**src/rtl/seven_seg_scan.sv**
```systemverilog
// Four-digit common-anode seven-segment scanner with a frame-latched shadow word.
// Optional leading-zero suppression is enabled by defining SEVSEG_LEADING_ZERO_BLANK_EN.
module seven_seg_scan #(
  parameter int REFRESH_DIV  = 100000,
  parameter int BLANK_CYCLES = 16
) (
  input  logic        clk,
  input  logic        rst_n,
  input  logic [15:0] disp,
  input  logic        en,
  output logic [3:0]  an,
  output logic [6:0]  seg,
  output logic        frame_tick
);

  localparam int CNT_W = (REFRESH_DIV > 1) ? $clog2(REFRESH_DIV) : 1;
  localparam logic [CNT_W-1:0] CNT_LAST  = CNT_W'(REFRESH_DIV - 1);
  localparam logic [CNT_W-1:0] CNT_BLANK = CNT_W'(BLANK_CYCLES);

  logic [CNT_W-1:0] div_cnt_q, div_cnt_d;
  logic [1:0]       digit_q, digit_d;
  logic [15:0]      shadow_q, shadow_d;
  logic [3:0]       an_q, an_d;
  logic [6:0]       seg_q, seg_d;
  logic             frame_tick_q, frame_tick_d;

  logic             slot_end;
  logic             frame_end;
  logic [3:0]       nib;
  logic             digit_blank;
  logic             show;
  logic [3:0]       nib_sel [4];

  function automatic logic [6:0] hex_decode(input logic [3:0] value);
    logic [6:0] pattern;
    case (value)
      4'h0:    pattern = 7'h40;
      4'h1:    pattern = 7'h79;
      4'h2:    pattern = 7'h24;
      4'h3:    pattern = 7'h30;
      4'h4:    pattern = 7'h19;
      4'h5:    pattern = 7'h12;
      4'h6:    pattern = 7'h02;
      4'h7:    pattern = 7'h78;
      4'h8:    pattern = 7'h00;
      4'h9:    pattern = 7'h10;
      4'hA:    pattern = 7'h08;
      4'hB:    pattern = 7'h03;
      4'hC:    pattern = 7'h46;
      4'hD:    pattern = 7'h21;
      4'hE:    pattern = 7'h06;
      default: pattern = 7'h0E;
    endcase
    return pattern;
  endfunction

  genvar gi;
  generate
    for (gi = 0; gi < 4; gi++) begin : g_nib
      assign nib_sel[gi] = shadow_q[4*gi +: 4];
    end
  endgenerate

  // Slot counter, digit index and frame-end shadow reload.
  always_comb begin
    slot_end     = (div_cnt_q == CNT_LAST);
    frame_end    = slot_end && (digit_q == 2'd3);
    div_cnt_d    = slot_end ? '0 : div_cnt_q + CNT_W'(1);
    digit_d      = slot_end ? digit_q + 2'd1 : digit_q;
    shadow_d     = frame_end ? disp : shadow_q;
    frame_tick_d = frame_end;
  end

  assign nib = nib_sel[digit_q];

`ifdef SEVSEG_LEADING_ZERO_BLANK_EN
  logic [3:0] nib_zero;

  generate
    for (gi = 0; gi < 4; gi++) begin : g_zero
      assign nib_zero[gi] = (nib_sel[gi] == 4'h0);
    end
  endgenerate

  // A digit goes dark only if it and everything to its left are zero.
  always_comb begin
    digit_blank = 1'b0;
    case (digit_q)
      2'd3:    digit_blank = nib_zero[3];
      2'd2:    digit_blank = &nib_zero[3:2];
      2'd1:    digit_blank = &nib_zero[3:1];
      default: digit_blank = 1'b0;
    endcase
  end
`else
  assign digit_blank = 1'b0;
`endif

  always_comb begin
    show = en && (div_cnt_q >= CNT_BLANK) && !digit_blank;
    an_d  = 4'b1111;
    seg_d = 7'h7F;
    if (show) begin
      an_d  = ~(4'b0001 << digit_q);
      seg_d = hex_decode(nib);
    end
  end

  always_ff @(posedge clk or negedge rst_n) begin
    if (!rst_n) begin
      div_cnt_q    <= '0;
      digit_q      <= 2'd0;
      shadow_q     <= 16'h0000;
      an_q         <= 4'b1111;
      seg_q        <= 7'h7F;
      frame_tick_q <= 1'b0;
    end else begin
      div_cnt_q    <= div_cnt_d;
      digit_q      <= digit_d;
      shadow_q     <= shadow_d;
      an_q         <= an_d;
      seg_q        <= seg_d;
      frame_tick_q <= frame_tick_d;
    end
  end

  assign an         = an_q;
  assign seg        = seg_q;
  assign frame_tick = frame_tick_q;

endmodule

```
**config.mk**
```make
export PLATFORM = sky130hd
export DESIGN_NAME = seven_seg_scan
export DESIGN_NICKNAME = d
export VERILOG_FILES = /design/src/rtl/seven_seg_scan.sv
export SDC_FILE = /design/constraint.sdc
export NUM_CORES = 1
export LEC_CHECK = 0
export CORE_ASPECT_RATIO = 0.6
export CORE_MARGIN = 2
export CORE_UTILIZATION = 55
export DETAILED_ROUTE_END_ITERATION = 16
export PLACE_DENSITY = 0.79
export SLEW_MARGIN = 15
export SYNTH_ARGS = -nofsm -noshare
export SYNTH_HDL_FRONTEND = slang
export SYNTH_SLANG_ARGS = --single-unit
```
**constraint.sdc**
```tcl
create_clock -name clk -period 2.05 [get_ports clk]
set_input_delay 0.41 -clock clk [delete_from_list [all_inputs] [get_ports clk]]
set_output_delay 0.41 -clock clk [all_outputs]
set_load 0.005 [all_outputs]
```
==> results.txt, run 1 <==
DP Cell Count: 280
crit-path max FO: 5
DRT Pass-1 Iters: 4
Setup TNS Final: 0 ns
commonest non-fill, non-tap cell in the layout: dfrtp_1
GRT Total Usage: 0.2049
Post-Syn Nets: 224
CTS tree: done
commonest cells after routing, fill and taps aside: 35 x dfrtp_1, 29 x clkdlybuf4s50_1, 14 x nand2_1
fin nets: 258
final setup fails: 0
Avg WL per Cell: 15.46 um
max incr delay on CP: 0.58 ns
total grt overflow: 0
asr flop ratio synth: 1.000
RSZ-0062 raised after global routing: no
initial antenna violation count: 0
FF-to-FF path depth: 5
Max clock buf depth: 2
Area contributors post-synth: dfrtp_1 37%, dfstp_2 12%, ha_1 6.2%, mux2_4 6.2%, mux4_2 4.7%
Cell Area, Synth: 0.002416 mm2
slew margin rel.: 0.6318
Post-Place Cell Area: 0.002761 mm2
WP data arrival: 2.11 ns
first-pass GRT wire length: 7714 um
TritonCTS Buffers: 5
mean post-synth cell area: 12.52 um2
Setup Fix Bufs, Post-CTS: 0
crit-path cells: mux4_2 > ha_1 > mux2_1 > o21ai_1 > nand2_1
Overall Power: 0.001696 W
Max-Cap Viols: 0
period utilization: 0.9266
CTS Sinks: 47
Hold Violations, Final: 0
placed wire-length estimate: 3454 um
switching share of power: 0.2160
worst-case vdd ir drop: 0.3703 mV
Slew Viols, Final: 0
Die Y: 55.34 um
Worst path slowest cell: mux4_2
critical path type: reg2reg
Ant. Diodes: 0
Routed WL: 4453 um
Skew-Pair Late Insertion Delay: 0.29 ns
Leak: 1.233 nW
layout cells sized above 1: 0.2105
min-delay worst type: in2async
Synth Register Bits: 47
register share of total power: 0.578
hold_buf cts: 0
element type at the critical path end: register
Slew @ Worst Pin: 0.5523 ns
Die Width: 89.57 um
run status: complete, no violations
routability cong.: 0.8476
FF-to-FF setup slack: 0.15 ns
pwr dens: 594.4 mW/mm2
clock network power share: 0.325
Worst Skew: 0.004487 ns
via count: 1559
post-synthesis sequential area ratio: 0.4925
synthesis-to-finish area growth: 18.07%
Post-synth EDFFs: 0
worst r2r dst: seg[4]
Tmin final: 1.899 ns
drt initial violations: 62
Startpoint Class: register
number of synthesis warnings: 0
vias in the first global route: 1585
Yosys top cell by area: dfrtp_1
internal power: 0.001329 W
Root Buffer: clkbuf_8
Non-Filler Instances: 288
fmax: 526.5 MHz
Synth top area share: 0.3729
Yosys cell types: 46
die area: 0.004957 mm2
PortBufs: 30
Mapped Cells: 193
clock-pin transition on the worst setup and hold timing paths: 0.08 ns
launch point of the worst reg-to-reg path: digit_q[0]
Starting Density: 0.5799
design area: 0.002853 mm2
Worst Path Required: 2.26 ns
vias per inst: 5.413
Logic pwr share: 0.096
DR DRC count: 0
Site Rows: 18
core area: 0.004167 mm2
Antenna Nets Post-Route: 0
Sw Pwr: 0.0003663 W
I/O Pins: 31
largest net degree at the start of global routing: 48
Synth Flop Type: dfrtp_1
H-tree Lvls: 2
cell families (layout without fill, tap and decap cells):
family | count (synthesis) | count (layout) | synth area share
AOI/OAI and AO/OA | 15 | 15 | 0.04246
xor gates and xnor gates | 18 | 18 | 0.06525
adders and majority gates | 12 | 12 | 0.06214
buffers and inverters | 12 | 47 | 0.02900
DFF | 47 | 47 | 0.4925
muxes | 24 | 24 | 0.1497
and+or+nand+nor | 65 | 65 | 0.1590
repair_timing:
action	CTS	global route
hold endpoints to repair	0	0
gates resized for setup	0	1
endpoints found under the setup margin	0	1
worst max-delay path: cells and delay by family, from the launching register on:
kind / cells / cell delay, ns
compound gates: 1 / 0.13
fa+ha+maj: 1 / 0.27
flops: 1 / 0.44
mux: 2 / 0.90
simple gates: 1 / 0.07
flip-flops by register name, summed over array words and instances (netlist names):
| signal | cells |
|---|---|
| div_cnt_q | 17 |
| shadow_q | 16 |
| seg | 7 |
| digit_q | 2 |
| frame_tick | 1 |
| an | 4 |
metrics by stage:
stage	hold WS, ns	worst slack (ns)	utilization
floorplan	0.1144	0.2427	-
global placement	0.4862	0.1670	0.6628
detailed placement	0.4912	0.09501	0.6628
CTS	0.2038	0.08104	0.6844
global route	0.2283	0.05494	0.6847
finish	0.1889	0.1505	0.6847
metal layers:
| metal | share of wire | global-route usage |
|---|---|---|
| met2 | 0.42 | 0.2868 |
| met1 | 0.49 | 0.3191 |
| met4 | 0.0099 | 0.05117 |
| met3 | 0.076 | 0.05082 |
| met5 | 0 | 0 |
power groups by stage:
stage                     Combinational [W]  Sequential (W)  Clock [W]
after detailed placement           0.000165        0.000999          0
after global routing               0.000181        0.000985   0.000606
after CTS                          0.000166        0.000981   0.000568
after floorplan                   0.0000762        0.000994          0
final                              0.000163        0.000981   0.000552
after global placement             0.000157        0.000996          0
synthesized netlist by cell type, drive strengths merged (2+ instances only):
library cell	count
nand4	9
nor3	4
dfrtp	36
or2	2
a21oi	2
xnor2	6
mux2	17
nor2	10
o211ai	3
o21ai	6
nor3b	2
mux4	5
mux2i	2
ha	12
inv	6
and3	3
nand2	15
xor2	12
nor4	2
dfstp	11
nand3	9
buf	5
and2	3
cell type report:
type	instances	area [um2]
Fill cell	300	1314
Clock buffer	7	86.33
Inverter	6	22.52
Multi-Input combinational cell	134	1156
Timing Repair Buffer	33	317.8
Sequential cell	47	1191
Tap cell	60	75.07
Clock inverter	1	3.754
worst max path at each step:
stage | startpoint | endpoint | slack, ns | cells past startpoint
2_1_floorplan | digit_q[0] | seg[4] | 0.24 | 6
3_3_place_gp | digit_q[0] | seg[4] | 0.17 | 5
3_5_place_dp | digit_q[0] | seg[4] | 0.1 | 5
4_1_cts | digit_q[0] | seg[4] | 0.08 | 5
5_1_grt | digit_q[0] | seg[4] | 0.05 | 5
6_report | digit_q[0] | seg[4] | 0.15 | 5
Power figures use the tool's default switching activity.
==> inputs of run 2 (changes only) <==
DONT_BUFFER_PORTS = 1   (was not set)
PLACE_DENSITY = 0.7   (was 0.79)
==> run 2 against run 1 <==
Compared with the run above: sequential power hardly changed; clock-buffer cell count is 1 lower; sequential share of layout area is 4.1 points higher; critical path depth stayed put; clock skew is 0.00099 ns higher; critical endpoint is now seg[1]; core utilization is 6.1 points lower; fmax is 1.2% lower; power is 2.3% lower; first-iteration DRC count is 58% higher; combinational power is 33% lower; non-clock buffer count is 28 lower.
==> results.txt, run 2 (synthesis results as in run 1) <==
run status: complete, no violations
synthesis-to-finish area growth: 7.561%
final cell utilization of the core: 0.6237
largest net degree at the start of global routing: 48
commonest non-fill, non-tap cell in the layout: dfrtp_1
Max clock buf depth: 2
Root Buffer: clkbuf_8
die area: 0.004957 mm2
vias in the first global route: 1385
Antenna Nets Post-Route: 0
CTS Sinks: 47
Placement Setup Slack: 0.06445 ns
Setup TNS Final: 0 ns
placed wire-length estimate: 3011 um
worst r2r dst: seg[1]
core area: 0.004167 mm2
I/O Pins: 31
Non-Filler Instances: 260
FILL cells: 328
FF-to-FF setup slack: 0.13 ns
Slew @ Worst Pin: 0.4639 ns
element type at the critical path end: register
FF-to-FF path depth: 5
WP data arrival: 2.12 ns
GRT Total Usage: 0.1909
layout cells sized above 1: 0.2450
Site Rows: 18
H-tree Lvls: 2
Slew Viols, Final: 0
cell with the most instances on the worst path: o211ai_1
Setup Fix Bufs, Post-CTS: 0
Ant. Diodes: 0
Top reg by flops: div_cnt_q
DRT Pass-1 Iters: 4
Routed WL: 4085 um
pwr dens: 637.6 mW/mm2
Die Width: 89.57 um
Worst Path Required: 2.24 ns
commonest cells after routing, fill and taps aside: 35 x dfrtp_1, 14 x nand2_1, 12 x xor2_1, 12 x ha_1, 11 x dfstp_2
Worst path slowest cell: mux4_2
routability cong.: 0.8887
max FFs per register: 17
crit-path cells: mux4_2 > inv_1 > ha_1 > o211ai_1 > o211ai_1
Leak: 1.129 nW
Max-Cap Viols: 0
Startpoint Class: register
min-delay worst type: in2reg
CTS tree: done
DP Cell Count: 250
fmax: 520.0 MHz
PortBufs: 0
Starting Density: 0.5799
final setup fails: 0
total grt overflow: 0
Tmin final: 1.923 ns
RSZ-0062 raised after global routing: no
vias per inst: 5.581
worst-case vdd ir drop: 0.4542 mV
Avg WL per Cell: 15.71 um
CP Launch Point: digit_q[0]
via count: 1451
CP Capture Point: seg[1]
drt initial violations: 98
period utilization: 0.9381
fin nets: 230
Skew-Pair Late Insertion Delay: 0.29 ns
hold path cells: 1
crit-path max FO: 5
Die Y: 55.34 um
max incr delay on CP: 0.59 ns
Worst Skew: 0.005480 ns
design area: 0.002599 mm2
initial antenna violation count: 0
Hold Violations, Final: 0
Post-Place Cell Area: 0.002466 mm2
TritonCTS Buffers: 5
Final Worst Setup Slack: 0.1270 ns
launch point of the worst reg-to-reg path: digit_q[0]
first-pass GRT wire length: 7238 um
clock-pin transition on the worst setup and hold timing paths: 0.08 ns
slew margin rel.: 0.6884
DR DRC count: 0
critical path type: reg2reg
-- run 2: layout make-up --
cell class	instances	area, um2	share of cell area
tap	60	75.07	0.02889
inverter	6	22.52	0.008666
timing repair buffer	5	60.06	0.02311
multi-input combinational	134	1156	0.4449
sequential	47	1191	0.4584
clock inverter	2	11.26	0.004333
clock buffer	6	82.58	0.03178
-- run 2: worst min path at each step --
stage                     slack, ns     start           end
after floorplan                0.11     rst_n    digit_q[0]
after global placement         0.12     rst_n  div_cnt_q[2]
after detailed placement       0.12     rst_n  div_cnt_q[4]
after CTS                      0.23   disp[3]   shadow_q[3]
after global routing           0.24   disp[2]   shadow_q[2]
final                          0.24  disp[15]  shadow_q[15]
-- run 2: critical path, delay by kind of cell (launching register included) --
family / cells / cell delay [ns]
AOI/OAI and AO/OA: 2 / 0.36
adders and majority gates: 1 / 0.27
buffers and inverters: 1 / 0.16
DFF: 1 / 0.45
muxes: 1 / 0.59
-- run 2: through the flow --
stage	power, W	hold slack, ns
floorplan	0.001070	0.1144
global placement	0.001082	0.1156
detailed placement	0.001085	0.1153
CTS	0.001675	0.2346
global route	0.001736	0.2354
finish	0.001657	0.2410
-- run 2: per-layer routing --
layer	vias to the layer above	share of wire	global-route usage
li1	695	-	-
met1	706	0.55	0.3255
met2	43	0.38	0.2237
met3	7	0.061	0.06129
met4	0	0.010	0.05117
met5	-	0	0
-- run 2: power breakdown --
| group | switching, W | internal (W) | leakage (nW) |
|---|---|---|---|
| Combinational | 0.0000564 | 0.0000533 | 0.518 |
| Sequential | 0.0000193 | 0.000963 | 0.566 |
| Clock | 0.000295 | 0.000269 | 0.0449 |
-- run 2: timing repair --
action | CTS | global route
hold buffers | 2 | 0
resized for setup | 0 | 1
endpoints found under the hold margin | 47 | 0
setup endpoints to repair | 0 | 3
==> inputs of run 3 (changes only) <==
CORE_UTILIZATION = 62   (was 55)
PLACE_DENSITY = 0.78   (was 0.7)
==> run 3 against run 2 <==
Compared with the run above: wire length grew 9.5%; worst hold slack got worse by 0.0051 ns; final cell count is 5.4% lower; die area shrank 11%; critical path depth did not move; core utilization increased by 8.2 points; clock power rose by 40%; fmax rose by 1.5%; first-iteration DRC count shrank 9.2%.
==> results.txt, run 3 (synthesis results as in run 1) <==
run status: complete, no violations
PortBufs: 0
TritonCTS Buffers: 5
total grt overflow: 0
commonest non-fill, non-tap cell in the layout: dfrtp_1
hold path cells: 1
Die Width: 84.59 um
Routed WL: 4474 um
Startpoint Class: register
fin nets: 229
WP data arrival: 2.10 ns
Site Rows: 17
Slew Viols, Final: 0
Max clock buf depth: 2
vias in the first global route: 1467
clock-pin transition on the worst setup and hold timing paths: 0.09 ns
crit-path max FO: 5
drt initial violations: 89
largest net degree at the start of global routing: 48
FF-to-FF setup slack: 0.16 ns
die area: 0.004429 mm2
min-delay src: disp[3]
first-pass GRT wire length: 7472 um
Worst Skew: 0.008605 ns
worst-case vdd ir drop: 0.8310 mV
Placement Setup Slack: 0.1311 ns
critical path type: reg2reg
Worst Path Required: 2.25 ns
Top reg by flops: div_cnt_q
Starting Density: 0.6528
Final Worst Setup Slack: 0.1563 ns
Antenna Nets Post-Route: 0
pwr dens: 721.2 mW/mm2
vias per inst: 6.077
fmax: 528.1 MHz
design area: 0.002614 mm2
Die Y: 52.36 um
H-tree Lvls: 2
Root Buffer: clkbuf_8
Hold Violations, Final: 0
CTS tree: done
Slew @ Worst Pin: 0.4711 ns
Leak: 1.145 nW
synthesis-to-finish area growth: 8.182%
Avg WL per Cell: 18.19 um
Ant. Diodes: 0
commonest cells after routing, fill and taps aside: 35 x dfrtp_1, 14 x nand2_1, 12 x xor2_1, 12 x ha_1, 11 x dfstp_2
I/O Pins: 31
slew margin rel.: 0.6835
worst r2r dst: seg[1]
DP Cell Count: 236
Tmin final: 1.894 ns
Skew-Pair Late Insertion Delay: 0.30 ns
initial antenna violation count: 0
Hold Path Sink: shadow_q[3]
DRT Pass-1 Iters: 4
min-delay worst type: in2reg
GRT Total Usage: 0.2240
layout cells sized above 1: 0.2412
Setup TNS Final: 0 ns
period utilization: 0.9238
FF-to-FF path depth: 5
CTS Sinks: 47
Max-Cap Viols: 0
via count: 1495
Non-Filler Instances: 246
routability cong.: 0.8753
launch point of the worst reg-to-reg path: digit_q[0]
element type at the critical path end: register
core area: 0.003701 mm2
max FFs per register: 17
Post-Place Cell Area: 0.002442 mm2
Hold Slack: 0.2360 ns
DR DRC count: 0
final setup fails: 0
RSZ-0062 raised after global routing: no
placed wire-length estimate: 3227 um
[run 3: where the power goes]
group | total, W | internal, W | switching [W]
clock | 0.000790 | 0.000487 | 0.000302
combinational | 0.000112 | 0.0000536 | 0.0000583
sequential | 0.000984 | 0.000963 | 0.0000202
total | 0.00189 | 0.00150 | 0.000381
[run 3: critical path: stages, from the launching register on]
cell,delay [ns]
dfrtp_2,0.43
mux4_2,0.59
inv_1,0.16
ha_1,0.27
o211ai_1,0.22
o211ai_1,0.12
[run 3: how the worst max path moves through the flow]
| stage | from | to | slack (ns) |
|---|---|---|---|
| 6_report | digit_q[0] | seg[1] | 0.16 |
| 5_1_grt | digit_q[0] | seg[3] | 0.04 |
| 4_1_cts | digit_q[0] | seg[1] | 0.11 |
| 3_5_place_dp | digit_q[0] | seg[1] | 0.13 |
| 3_3_place_gp | digit_q[0] | seg[4] | 0.20 |
| 2_1_floorplan | digit_q[0] | seg[4] | 0.24 |
[run 3: layout make-up]
class	instances	area, um2
tap	47	58.81
sequential	47	1191
clock inverter	2	60.06
timing repair buffer	4	52.55
fill	247	1087
multi-input combinational	134	1156
inverter	6	22.52
clock buffer	6	72.57
[run 3: what timing repair did]
item                                   CTS  global route
buffers inserted                         0             0
endpoints found under the hold margin   47             0
setup endpoints to repair                0             2
resized for setup                        0             1
hold buffers                             2             0
[run 3: per-layer routing]
metal	up-vias	GRT usage	wire, um	part of all wire
met1	740	0.3340	2227	0.50
met4	0	0.06349	65	0.015
met5	-	0	0	0
li1	693	-	-	-
met2	52	0.3333	1925	0.43
met3	10	0.04882	255	0.057
[run 3: through the flow]
| stage | utilization | power, W |
|---|---|---|
| after detailed placement | 0.6599 | 0.001088 |
| after floorplan | - | 0.001070 |
| final | 0.7062 | 0.001885 |
| after global routing | 0.7062 | 0.001942 |
| after CTS | 0.7059 | 0.001897 |
| after global placement | 0.6599 | 0.001081 |
